`config.mk`:
```
export PLATFORM = sky130hd
export DESIGN_NAME = uart_tx_param_flat
export DESIGN_NICKNAME = d
export VERILOG_FILES = /design/src/rtl/uart_pkg.sv /design/src/rtl/uart_tx_param_if.sv /design/src/rtl/uart_baud_tick.sv /design/src/rtl/uart_tx_param.sv /design/src/flat_wrapper.sv
export SDC_FILE = /design/constraint.sdc
export NUM_CORES = 1
export LEC_CHECK = 0
export ABC_AREA = 0
export CAP_MARGIN = 20
export CORE_MARGIN = 1.5
export CORE_UTILIZATION = 55
export DETAILED_ROUTE_END_ITERATION = 7
export PLACE_DENSITY = 0.92
export SLEW_MARGIN = 5
export SYNTH_ARGS = -nofsm -noshare
export SYNTH_HDL_FRONTEND = slang
export SYNTH_SLANG_ARGS = --single-unit
```
`constraint.sdc`:
```
create_clock -name clk -period 5.15 [get_ports clk]
set_clock_uncertainty 0.15 [all_clocks]
set_input_delay 1.2875 -clock clk [delete_from_list [all_inputs] [get_ports clk]]
set_output_delay 1.2875 -clock clk [all_outputs]
set_load 0.005 [all_outputs]
```
`src/rtl/uart_pkg.sv`:
```
// uart_pkg
// Shared types and helpers for the parametrised UART blocks.
//   parity_e   : parity selection encoding used by the PARITY parameter.
//   tx_state_e : transmitter FSM state encoding.
//   frame_len  : length of one frame in serial bit periods.
package uart_pkg;

    typedef enum logic [1:0] {
        NONE = 2'd0,
        EVEN = 2'd1,
        ODD  = 2'd2
    } parity_e;

    typedef enum logic [2:0] {
        IDLE  = 3'd0,
        START = 3'd1,
        DATA  = 3'd2,
        PAR   = 3'd3,
        STOP  = 3'd4
    } tx_state_e;

    // Bit periods per frame: start + payload + optional parity + stop bits.
    function automatic int frame_len(input int data_w, input int parity, input int stop_bits);
        return 1 + data_w + ((parity != 0) ? 1 : 0) + stop_bits;
    endfunction

endpackage

```
`src/rtl/uart_tx_param_if.sv`:
```
// uart_tx_param_if
// Host-side bundle of the UART transmitter.
//   ready     : start request, rising edge requests one frame (host -> tx)
//   tx_data   : word sampled on the ready rising edge (host -> tx)
//   tx        : serial line, idles high (tx -> host/pin)
//   busy      : frame on the line
//   hold_full : holding register occupied
//   tx_done   : one-cycle pulse on the last cycle of the final stop bit
//   overrun   : one-cycle pulse when a request is dropped
interface uart_tx_param_if #(
    parameter int IN_W = 16
);
    logic            ready;
    logic [IN_W-1:0] tx_data;
    logic            tx;
    logic            busy;
    logic            hold_full;
    logic            tx_done;
    logic            overrun;

    modport master (
        output ready, tx_data,
        input  tx, busy, hold_full, tx_done, overrun
    );

    modport slave (
        input  ready, tx_data,
        output tx, busy, hold_full, tx_done, overrun
    );
endinterface

```
`src/rtl/uart_baud_tick.sv`:
```
// uart_baud_tick
// Bit-period timer: counts 0..CLKS_PER_BIT-1 and flags the last cycle.
//   clk     : system clock
//   clr     : synchronous active-high reset
//   restart : synchronous counter clear (held while the owner is idle)
//   bit_end : high on the last cycle of each bit period
module uart_baud_tick #(
    parameter int CLKS_PER_BIT = 16
) (
    input  logic clk,
    input  logic clr,
    input  logic restart,
    output logic bit_end
);
    localparam int CNT_W = (CLKS_PER_BIT > 1) ? $clog2(CLKS_PER_BIT) : 1;
    localparam logic [CNT_W-1:0] CNT_LAST = CNT_W'(CLKS_PER_BIT - 1);

    logic [CNT_W-1:0] cnt;

    always_ff @(posedge clk) begin
        if (clr || restart) begin
            cnt <= '0;
        end else if (cnt == CNT_LAST) begin
            cnt <= '0;
        end else begin
            cnt <= cnt + 1'b1;
        end
    end

    assign bit_end = (cnt == CNT_LAST);
endmodule

```
`src/rtl/uart_tx_param.sv`:
```
// uart_tx_param
// Parametrised UART transmitter with a one-word holding buffer.
//   clk : system clock
//   clr : synchronous active-high reset, aborts any frame and empties the hold
//   bus : uart_tx_param_if slave port (ready/tx_data in; tx, busy,
//         hold_full, tx_done, overrun out)
// Frame: start(0), DATA_W bits LSB first, optional parity, STOP_BITS stop(1).
module uart_tx_param
    import uart_pkg::*;
#(
    parameter int DATA_W       = 8,
    parameter int CLKS_PER_BIT = 16,
    parameter int PARITY       = 0,
    parameter int STOP_BITS    = 1,
    parameter int IN_W         = 16
) (
    input logic          clk,
    input logic          clr,
    uart_tx_param_if.slave bus
);
    localparam logic [2:0] S_IDLE  = IDLE;
    localparam logic [2:0] S_START = START;
    localparam logic [2:0] S_DATA  = DATA;
    localparam logic [2:0] S_PAR   = PAR;
    localparam logic [2:0] S_STOP  = STOP;

    localparam int IDX_W = $clog2(DATA_W);
    localparam logic [IDX_W-1:0] LAST_IDX  = IDX_W'(DATA_W - 1);
    localparam logic [1:0]       LAST_STOP = 2'(STOP_BITS - 1);
    localparam logic             HAS_PAR   = (PARITY != int'(NONE));
    localparam logic             ODD_FLAG  = (PARITY == int'(ODD));

    logic [2:0]        state;
    logic              ready_q;
    logic              hold_full;
    logic              busy;
    logic              tx;
    logic              overrun;
    logic [IDX_W-1:0]  bit_idx;
    logic [1:0]        stop_idx;
    logic [DATA_W-1:0] hold;
    logic [DATA_W-1:0] shreg;
    logic              par_bit;

    logic bit_end;
    logic req;
    logic frame_end;
    logic load;
    logic take;

    uart_baud_tick #(
        .CLKS_PER_BIT(CLKS_PER_BIT)
    ) u_baud (
        .clk    (clk),
        .clr    (clr),
        .restart(state == S_IDLE),
        .bit_end(bit_end)
    );

    assign req       = bus.ready & ~ready_q;
    assign frame_end = (state == S_STOP) && bit_end && (stop_idx == LAST_STOP);
    // The hold moves into the shift register either from idle or straight out
    // of the final stop bit, which is what gives zero-gap back-to-back frames.
    assign load      = hold_full && ((state == S_IDLE) || frame_end);
    // A request is accepted if the hold is empty or is being emptied this cycle.
    assign take      = req && (!hold_full || load);

    // Control path: FSM, flags and serial line.
    always_ff @(posedge clk) begin
        if (clr) begin
            state     <= S_IDLE;
            ready_q   <= 1'b0;
            hold_full <= 1'b0;
            busy      <= 1'b0;
            tx        <= 1'b1;
            overrun   <= 1'b0;
            bit_idx   <= '0;
            stop_idx  <= '0;
        end else begin
            ready_q <= bus.ready;
            overrun <= req && !take;

            if (take) begin
                hold_full <= 1'b1;
            end else if (load) begin
                hold_full <= 1'b0;
            end

            case (state)
                S_IDLE: begin
                    if (hold_full) begin
                        state <= S_START;
                        busy  <= 1'b1;
                        tx    <= 1'b0;
                    end
                end
                S_START: begin
                    if (bit_end) begin
                        state   <= S_DATA;
                        bit_idx <= '0;
                        tx      <= shreg[0];
                    end
                end
                S_DATA: begin
                    if (bit_end) begin
                        if (bit_idx == LAST_IDX) begin
                            if (HAS_PAR) begin
                                state <= S_PAR;
                                tx    <= par_bit;
                            end else begin
                                state    <= S_STOP;
                                stop_idx <= '0;
                                tx       <= 1'b1;
                            end
                        end else begin
                            bit_idx <= bit_idx + 1'b1;
                            tx      <= shreg[1];
                        end
                    end
                end
                S_PAR: begin
                    if (bit_end) begin
                        state    <= S_STOP;
                        stop_idx <= '0;
                        tx       <= 1'b1;
                    end
                end
                S_STOP: begin
                    if (bit_end) begin
                        if (stop_idx == LAST_STOP) begin
                            if (hold_full) begin
                                state <= S_START;
                                tx    <= 1'b0;
                            end else begin
                                state <= S_IDLE;
                                busy  <= 1'b0;
                            end
                        end else begin
                            stop_idx <= stop_idx + 1'b1;
                        end
                    end
                end
                default: begin
                    state <= S_IDLE;
                    busy  <= 1'b0;
                    tx    <= 1'b1;
                end
            endcase
        end
    end

    // Data path: hold and shift registers carry no reset; hold_full and the
    // FSM decide when their contents are meaningful.
    always_ff @(posedge clk) begin
        if (take) begin
            hold <= bus.tx_data[DATA_W-1:0];
        end
        if (load) begin
            shreg   <= hold;
            par_bit <= (^hold) ^ ODD_FLAG;
        end else if ((state == S_DATA) && bit_end) begin
            shreg <= shreg >> 1;
        end
    end

    assign bus.tx        = tx;
    assign bus.busy      = busy;
    assign bus.hold_full = hold_full;
    assign bus.tx_done   = frame_end;
    assign bus.overrun   = overrun;
endmodule

```
`src/flat_wrapper.sv`:
```
// flat-port wrapper written by rule: the top's interface ports become plain ports
module uart_tx_param_flat import uart_pkg::*;
#(
    parameter int DATA_W       = 8,
    parameter int CLKS_PER_BIT = 16,
    parameter int PARITY       = 0,
    parameter int STOP_BITS    = 1,
    parameter int IN_W         = 16
)
  (clk, clr, bus_ready, bus_tx_data, bus_tx, bus_busy, bus_hold_full, bus_tx_done, bus_overrun);
  uart_tx_param_if #(.IN_W(IN_W)) bus_i ();
  input logic clk;
  input logic clr;
  input wire logic [$bits(bus_i.ready)-1:0] bus_ready;
  input wire logic [$bits(bus_i.tx_data)-1:0] bus_tx_data;
  output wire logic [$bits(bus_i.tx)-1:0] bus_tx;
  output wire logic [$bits(bus_i.busy)-1:0] bus_busy;
  output wire logic [$bits(bus_i.hold_full)-1:0] bus_hold_full;
  output wire logic [$bits(bus_i.tx_done)-1:0] bus_tx_done;
  output wire logic [$bits(bus_i.overrun)-1:0] bus_overrun;
  assign bus_i.ready = bus_ready;
  assign bus_i.tx_data = bus_tx_data;
  assign bus_tx = bus_i.tx;
  assign bus_busy = bus_i.busy;
  assign bus_hold_full = bus_i.hold_full;
  assign bus_tx_done = bus_i.tx_done;
  assign bus_overrun = bus_i.overrun;
  uart_tx_param #(.DATA_W(DATA_W), .CLKS_PER_BIT(CLKS_PER_BIT), .PARITY(PARITY), .STOP_BITS(STOP_BITS), .IN_W(IN_W)) u_core (.clk(clk), .clr(clr), .bus(bus_i));
endmodule
```
After elaboration in Yosys (flattened, before gate mapping)
Index checks and enable logic that the tools add are counted.
{"block": "word_totals", "latchBits": 0, "regBits": 33, "n_memories": 0, "elab_cells": 93, "output_inout_bits": 5, "mem_bits_rw": 0, "romBits": 0, "in_bits": 19}
{"block": "op_classes", "shifts": 0, "n_mux": 36, "n_lt_le_gt_ge": 0, "addsub": 3, "n_bitwise": 3, "n_eq_ne": 16, "n_div": 0, "reduce_logical": 24, "n_mul": 0}
{"cell": "$mux W3", "n": 10}
{"cell": "$mux W8", "n": 2}
{"cell": "$pmux W3 S5", "n": 1}
{"cell": "$mux W1", "n": 14}
{"cell": "$ne A2 B1 Y1 const B", "n": 6}
{"cell": "$mux W2", "n": 5}
{"cell": "$reduce_and A5 Y1", "n": 2}
{"cell": "$ne A2 B2 Y1 const B", "n": 4}
{"cell": "$reduce_and A7 Y1", "n": 1}
{"cell": "$eq A3 B2 Y1 const B", "n": 2}
{"cell": "$eq A3 B3 Y1 const B", "n": 2}
{"cell": "$logic_and A1 B1 Y1", "n": 6}
{"cell": "$pmux W2 S3", "n": 1}
{"cell": "$pmux W3 S2", "n": 1}
{"cell": "$reduce_and A6 Y1", "n": 1}
{"cell": "$reduce_bool A2 Y1", "n": 3}
{"cell": "$pmux W1 S5", "n": 1}
{"cell": "$add A4 B1 Y4 const B", "n": 1}
{"cell": "$eq A4 B4 Y1 const B", "n": 1}
{"cell": "$reduce_and A4 Y1", "n": 1}
{"cell": "$add A3 B1 Y3 const B", "n": 1}
{"cell": "$eq A3 B1 Y1 const B", "n": 1}
{"cell": "$logic_not A3 Y1", "n": 1}
{"cell": "$logic_or A1 B1 Y1", "n": 3}
{"cell": "9 further kinds", "n": 11}

Longest topological paths before layout
Gate-level depths: netlist of run 1.
{"block": "logic_depth", "depth_word": 9, "depth_mapped": 6, "depth_no_buf": 6}

Modules after synthesis
From an unflattened synthesis of run 1, not the netlist that was laid out.
{"block": "hier_totals", "hier_cells": 125, "hier_area_um2": 1467.7}
{"mod": "uart_tx_param", "area_each_um2": 1310.0, "instances": 1, "cells_each": 109, "seq_area_each_um2": 740.7}
{"mod": "uart_baud_tick", "area_each_um2": 157.7, "instances": 1, "cells_each": 16, "seq_area_each_um2": 80.1}

Least setup slack after synthesis of run 1
No wires, ideal clock.
{"block": "synth_timing", "kind": "flip-flop to output port", "from": "register u_core.u_baud.cnt[0]", "to": "output bus_tx_done", "t_arrival_ns": 0.882, "path_stages_with_launch": 4, "required_ns": 3.713, "path_buffers": 0, "path_slack_ns": 2.830, "cell_sequence": "dfxtp_1 ha_1 nand4_1 nor2_1"}
{"block": "synth_between", "elab_chain_len": 3}
{"element": "start: declaration", "line_no": "uart_baud_tick.sv:18", "source": "logic [CNT_W-1:0] cnt;"}
{"element": "start signal: assignment", "line_no": "uart_baud_tick.sv:26", "source": "cnt <= cnt + 1'b1;"}
{"element": "$eq A4 B4 Y1", "line_no": "uart_baud_tick.sv:30", "source": "assign bit_end = (cnt == CNT_LAST);"}
{"element": "$logic_and A1 B1 Y1 (2 in a row)", "line_no": "uart_tx_param.sv:61", "source": "assign frame_end = (state == S_STOP) && bit_end && (stop_idx == LAST_STOP);"}
{"element": "end: declaration", "line_no": "flat_wrapper.sv:19", "source": "output wire logic [$bits(bus_i.tx_done)-1:0] bus_tx_done;"}
No other way between the ends.

Final worst setup path of run 1
{"block": "layout_timing", "from": "register u_core.state[2]", "to": "output bus_tx_done"}
{"block": "layout_between", "elab_chain_len": 3}
{"element": "start: declaration", "line_no": "uart_tx_param.sv:33", "source": "logic [2:0] state;"}
{"element": "start signal: assignment", "line_no": "uart_tx_param.sv:71", "source": "state <= S_IDLE;"}
{"element": "start signal: assignment", "line_no": "uart_tx_param.sv:92", "source": "state <= S_START;"}
{"element": "start signal: assignment", "line_no": "uart_tx_param.sv:99", "source": "state <= S_DATA;"}
{"element": "$eq A3 B3 Y1", "line_no": "uart_tx_param.sv:61"}
{"element": "$logic_and A1 B1 Y1 (2 in a row)", "line_no": "uart_tx_param.sv:61"}
No other way between the ends.

==> results.py, run 1 <==
metrics = {
    "drt": {
        "drt_pass1_iterations": 4,
        "drt-wirelength-per-cell_um": 16.20,
        "ant_nets": 0,
        "vias_per_cell": 5.940,
        "drt_wl_total_mm": 2.722,
        "drc_errors": 0,
        "vias": 998,
        "drt_first_iter_violations": 25,
    },
    "critical_path": {
        "regToRegSetupSlack_ns": 2.73,
        "r2r_start": "u_core.stop_idx[0]",
        "critical_path.top_delay_family": "flip-flops",
        "ff2ff_path_depth": 6,
        "start_kind": "flip-flop",
        "slowest_stage": "dfxtp_1",
        "max_stage_delay_ns": 0.62,
        "endpoint_kind": "output pin",
        "path_max_fanout": 13,
        "required_ns": 3.71,
        "cp_num_buf_inv": 1,
        "crit_arrival_ns": 2.04,
        "crit_chain": "or3b_1 > nor2_1 > clkdlybuf4s50_1",
        "critPathKind": "flip-flop to output pin",
        "worstReg2RegEnd": "u_core.hold[4]",
    },
    "cells_and_area": {
        "drive_gt1_share_pct": 13.77,
        "insertedDiodeCount": 0,
        "syn_to_final_growth_pct": 16.15,
        "nNetsFinal": 160,
    },
    "global_routing": {
        "grt_pass1_vias": 936,
        "grt_max_degree": 18,
        "grt_pass1_wl_mm": 4.222,
        "grt-ovfl-total": 0,
        "antenna_found_initial": 0,
        "track_usage_pct": 21.16,
    },
    "clocking": {
        "root_buffer": "clkbuf_4",
        "cts_tree": "built",
        "cts-htree-levels": 2,
        "postCtsSetupRepairBufs": 0,
        "cts_hold_buf": 0,
        "cts_buffer_depth": 2,
        "cts_buffers": 5,
        "cts_sinks": 33,
        "clock_latency_ns": 0.34,
        "clk_pin_slew_ns": 0.10,
        "cts_resized": 0,
    },
    "floorplanning": {
        "start_util_pct": 58.26,
        "die_height_um": 54.46,
        "ios": 24,
        "core-area_um2": 2500,
        "die_x_um": 54.46,
        "dieArea_um2": 2966,
        "rows": 18,
    },
    "sta": {
        "worstMarginPinSlew_ns": 0.7843,
        "rsz0062_at_grt": "false",
        "fin_crit_ns": 3.475,
        "setup_tns_ns": 0,
        "hold_viol_final": 0,
        "setup_violations": 0,
        "fin_crit_sh_pct": 67.47,
        "fmax_mhz": 287.8,
        "worst_slew_margin_rel_pct": 47.27,
        "drv_slew": 0,
    },
    "synthesis": {
        "synth_top_area_cell": "edfxtp_1",
        "ys.flop_type": "dfxtp_1",
        "synthArstFlopShare_pct": 0,
        "yosysWarnings": 0,
        "yosysSeqAreaShare_pct": 56.36,
        "syn_nets": 143,
        "synth_fa_ha_area_share_pct": 3.436,
        "synth_seq_cells": 33,
        "synth_xor_area_share_pct": 1.203,
        "netlist_area_um2": 1456,
        "synth.most_common_cell": "dfxtp_1",
        "synth_top_family_by_area": "simple AND/OR/NAND/NOR gates",
        "synth_cell_type_count": 41,
        "ys_top_cells_by_count": "dfxtp_1 (17), edfxtp_1 (16), nor2_1 (10), mux2_4 (7)",
        "synthMuxAreaShare_pct": 7.904,
        "netlist_top_cells_area": "edfxtp_1 (33%), dfxtp_1 (23%), mux2_4 (7.2%), ha_1 (3.4%), nor2_1 (2.6%)",
        "synthSimpleGateAreaFrac_pct": 16.75,
        "synth_compound_area_share_pct": 11.34,
        "yosys.area.top_type_share_pct": 32.99,
        "syn_avg_cell_area_um2": 12.14,
        "synth_edf_count": 16,
        "synthCells": 120,
    },
    "hold_path": {
        "hold_class": "flip-flop to flip-flop",
        "worstHoldEndpoint": "u_core.u_baud.cnt[0]",
        "min-delay-start": "u_core.u_baud.cnt[0]",
        "holdPathStages": 1,
    },
    "power": {
        "power.density_nw_per_um2": 308.9,
        "p_leak_nw": 0.6144,
        "finalPower_mw": 0.5225,
        "irDropWorstVdd_mv": 0.2724,
    },
    "placed_design": {
        "gp_congestion": 0.7355,
        "io_buffer_count": 15,
        "dp_hpwl_mm": 1.907,
    },
    "run": {
        "drv_cap": 0,
    },
    "outcome": {
        "outcome": "complete, no violations",
    },
}
## state kept, by name, summed over array words and instances, names as in the netlist
| name | cells |
|---|---|
| u_core.state | 3 |
| u_core.bus.hold_full | 1 |
| u_core.bus.overrun | 1 |
| u_core.hold | 8 |
| u_core.bit_idx | 3 |
| u_core.bus.busy | 1 |
| u_core.stop_idx | 2 |
| u_core.shreg | 8 |
| u_core.ready_q | 1 |
| u_core.bus.tx | 1 |
| u_core.u_baud.cnt | 4 |
## how the worst max path moves through the flow
| stage | slack [ns] | start | to | depth (start not counted) |
|---|---|---|---|---|
| 2_1_floorplan | 2.83 | u_core.u_baud.cnt[0] | bus_tx_done | 3 |
| 3_3_place_gp | 2.09 | u_core.state[2] | bus_tx_done | 3 |
| 3_5_place_dp | 2.07 | u_core.state[2] | bus_tx_done | 3 |
| 4_1_cts | 1.68 | u_core.state[2] | bus_tx_done | 3 |
| 5_1_grt | 1.59 | u_core.state[2] | bus_tx_done | 3 |
| 6_report | 1.68 | u_core.state[2] | bus_tx_done | 3 |
## metrics by stage
step	instance area [um^2]	std cells	setup slack (ns)	util (%)	hold WS (ns)
after floorplan	1456	120	2.830	-	0.2676
after global placement	1612	159	2.091	64.46	0.2771
after detailed placement	1617	160	2.066	64.66	0.2888
after CTS	1692	168	1.677	67.67	0.3064
after global routing	1692	168	1.591	67.67	0.3257
final	1692	168	1.675	67.67	0.3004
## cells in the final DEF (no fill, tap or decap), drive strengths merged, types with 2 or more instances in the layout
master | synthesis | layout
a211o | 2 | 2
a211oi | 2 | 2
a21oi | 5 | 5
a22oi | 2 | 2
and3 | 2 | 2
clkbuf | 3 | 6
clkdlybuf4s50 | 0 | 15
dfxtp | 17 | 17
edfxtp | 16 | 16
ha | 4 | 4
inv | 3 | 3
mux2 | 7 | 7
nand2 | 3 | 3
nand2b | 5 | 5
nand3 | 4 | 4
nor2 | 11 | 11
nor2b | 3 | 3
nor3 | 5 | 5
nor4 | 2 | 2
o22ai | 2 | 2
or3 | 2 | 2
or3b | 2 | 2
## cell type report
class,instances,area [um^2]
flip-flops and latches,33,820.8
clock buffers,6,41.29
fillers,170,808.3
inverters,3,11.26
repair buffers,16,155.1
clock inverters,2,33.78
multi-input cells,78,591.8
well taps,30,37.54
## cells by family after synthesis
family | Yosys count
DFF | 33
AOI/OAI and AO/OA | 21
xor gates and xnor gates | 2
and+or+nand+nor | 43
buffers and inverters | 9
adders and majority gates | 4
muxes | 8
## layer usage
metal / share of wire, % / wire length [um] / track usage [%] / vias to the layer above
met3: 3.0 / 82 / 7.377 / 7
met2: 52 / 1408 / 35.54 / 10
met5: 0 / 0 / 0 / -
met4: 1.7 / 45 / 9.167 / 0
li1: - / - / - / 480
met1: 44 / 1186 / 24.26 / 501
## worst register-to-register path: cells and delay by family (launching register included)
family                     cells  cell delay (ns)
and+or+nand+nor                3             1.01
DFF                            1             0.32
AOI/OAI and AO/OA              1             0.30
adders and majority gates      1             0.22
buffers and inverters          1             0.07
## where the power goes
part / switching, mW / total (mW) / internal, mW
Combinational: 0.0181 / 0.0431 / 0.0251
Sequential: 0.00720 / 0.294 / 0.287
Clock: 0.0840 / 0.185 / 0.101
Note: power is estimated with default switching activity, not from simulation.
==> inputs of run 2 (changes only) <==
--- a/config.mk
+++ b/config.mk
@@ -8,9 +8,9 @@
 export ABC_AREA = 0
 export CAP_MARGIN = 20
 export CORE_MARGIN = 1.5
-export CORE_UTILIZATION = 55
+export CORE_UTILIZATION = 52
 export DETAILED_ROUTE_END_ITERATION = 7
-export PLACE_DENSITY = 0.92
+export PLACE_DENSITY = 0.88
 export SLEW_MARGIN = 5
 export SYNTH_ARGS = -nofsm -noshare
 export SYNTH_HDL_FRONTEND = slang
==> constraint.sdc (replaced) <==
create_clock -name clk -period 3.6 [get_ports clk]
set_clock_uncertainty 0.15 [all_clocks]
set_input_delay 0.9 -clock clk [delete_from_list [all_inputs] [get_ports clk]]
set_output_delay 0.9 -clock clk [all_outputs]
set_load 0.005 [all_outputs]
==> run 2 against run 1 <==
Compared with the run above:
- clock-buffer cell count up 1
- cell area fell by 1.3%
- sequential power increased by 43%
- first-iteration DRC count is 36% lower
- sequential share of layout area increased by 0.62 points
- combinational power rose by 39%
- register-to-register slack got worse by 1.6 ns
- highest routed layer unchanged
==> results.py, run 2 (synthesized netlist as in run 1, its figures left out) <==
metrics = {
    "global_routing": {
        "grt-ovfl-total": 0,
        "grt_pass1_wl_mm": 4.202,
        "antenna_found_initial": 0,
        "grt_pass1_vias": 975,
        "track_usage_pct": 17.91,
        "grt_max_degree": 18,
    },
    "clocking": {
        "clk_pin_slew_ns": 0.09,
        "root_buffer": "clkbuf_4",
        "cts_resized": 0,
        "cts-htree-levels": 2,
        "cts_tree": "built",
        "postCtsSetupRepairBufs": 0,
        "cts_buffer_depth": 2,
        "cts_hold_buf": 0,
        "clock_latency_ns": 0.33,
        "cts_sinks": 33,
        "cts_buffers": 5,
    },
    "cells_and_area": {
        "drive_gt1_share_pct": 13.77,
        "fin_cells": 169,
        "nNetsFinal": 160,
        "final_common_cell": "dfxtp_1",
        "insertedDiodeCount": 0,
        "n_fill_cell": 235,
        "largestRegisters": "u_core.hold x8, u_core.shreg x8, u_core.u_baud.cnt x4",
        "mostFrequentLayoutCells": "dfxtp_1 (17), edfxtp_1 (16), clkdlybuf4s50_1 (15), nor2_1 (10), mux2_4 (7)",
        "final_cell_area_um2": 1670,
        "fin_util_pct": 61.63,
        "syn_to_final_growth_pct": 14.69,
    },
    "sta": {
        "drv_slew": 0,
        "worst_slew_margin_rel_pct": 50.88,
        "rsz0062_at_grt": "false",
        "fin_hold_ws_ns": 0.3081,
        "fmax_mhz": 328.9,
        "fin_crit_sh_pct": 84.46,
        "worstMarginPinSlew_ns": 0.7353,
        "fin_crit_ns": 3.041,
        "setup_violations": 0,
        "setup_tns_ns": 0,
        "hold_viol_final": 0,
    },
    "floorplanning": {
        "rows": 19,
        "ios": 24,
        "dieArea_um2": 3127,
        "start_util_pct": 53.74,
        "die_height_um": 55.92,
        "core-area_um2": 2710,
        "die_x_um": 55.92,
    },
    "critical_path": {
        "cp_num_buf_inv": 1,
        "endpoint_kind": "output pin",
        "start_kind": "flip-flop",
        "max_stage_delay_ns": 0.59,
        "regToRegSetupSlack_ns": 1.14,
        "crit_arrival_ns": 1.99,
        "slowest_stage": "dfxtp_1",
        "critPathKind": "flip-flop to output pin",
        "required_ns": 2.55,
        "critical_path.top_delay_family": "flip-flops",
        "path_max_fanout": 13,
        "crit_chain": "or3b_1 > nor2_1 > clkdlybuf4s50_1",
    },
    "outcome": {
        "outcome": "complete, no violations",
    },
    "placed_design": {
        "dp_hpwl_mm": 1.685,
        "dp_cells": 161,
        "place_area_um2": 1620,
        "gp_congestion": 0.8274,
        "io_buffer_count": 15,
    },
    "power": {
        "irDropWorstVdd_mv": 0.2916,
        "power.density_nw_per_um2": 403.6,
        "p_leak_nw": 0.6040,
    },
    "drt": {
        "vias": 974,
        "drt_wl_total_mm": 2.392,
        "drt-wirelength-per-cell_um": 14.15,
        "drt_pass1_iterations": 4,
        "ant_nets": 0,
        "drt_first_iter_violations": 16,
        "drc_errors": 0,
        "vias_per_cell": 5.763,
    },
    "hold_path": {
        "hold_class": "flip-flop to flip-flop",
    },
    "run": {
        "drv_cap": 0,
    },
}
## run 2: changes by cell type in the layout (fill, tap and decap cells not counted), sizes merged
cell,change
bufinv,-1
clkbuf,+1
## run 2: layer usage
layer	part of all wire (%)	global-route usage [%]	routed length [um]
met2	49	28.91	1176
met5	0	0	0
met1	43	20.98	1033
met4	2.2	7.823	53
met3	5.4	7.442	129
## run 2: layout make-up
cell class | count | area [um^2] | share of cell area [%]
flip-flops and latches | 33 | 820.8 | 49.14
clock buffers | 7 | 45.04 | 2.697
inverters | 3 | 11.26 | 0.6742
well taps | 31 | 38.79 | 2.322
clock inverters | 1 | 5.005 | 0.2996
repair buffers | 16 | 157.7 | 9.438
multi-input cells | 78 | 591.8 | 35.43
## run 2: metrics by stage
stage / worst slack [ns] / power [mW]
after detailed placement: 0.9031 / 0.4895
after global placement: 0.9373 / 0.4867
after global routing: 0.4149 / 0.7069
after floorplan: 1.516 / 0.4653
after CTS: 0.5368 / 0.6830
final: 0.5593 / 0.6742
## run 2: where the power goes
| part | internal, mW | leakage, nW | total, mW | switching, mW |
|---|---|---|---|---|
| clock | 0.0760 | 0.0293 | 0.194 | 0.118 |
| sequential | 0.411 | 0.289 | 0.421 | 0.00974 |
| combinational | 0.0362 | 0.285 | 0.0601 | 0.0239 |
## run 2: final timing paths
path | from | cells after the start | end
hold / removal | u_core.u_baud.cnt[0] | 1 | u_core.u_baud.cnt[0]
setup reg to reg | u_core.u_baud.cnt[0] | 5 | u_core.hold[0]
setup / recovery | u_core.state[2] | 3 | bus_tx_done
hold reg to reg | u_core.u_baud.cnt[0] | 1 | u_core.u_baud.cnt[0]
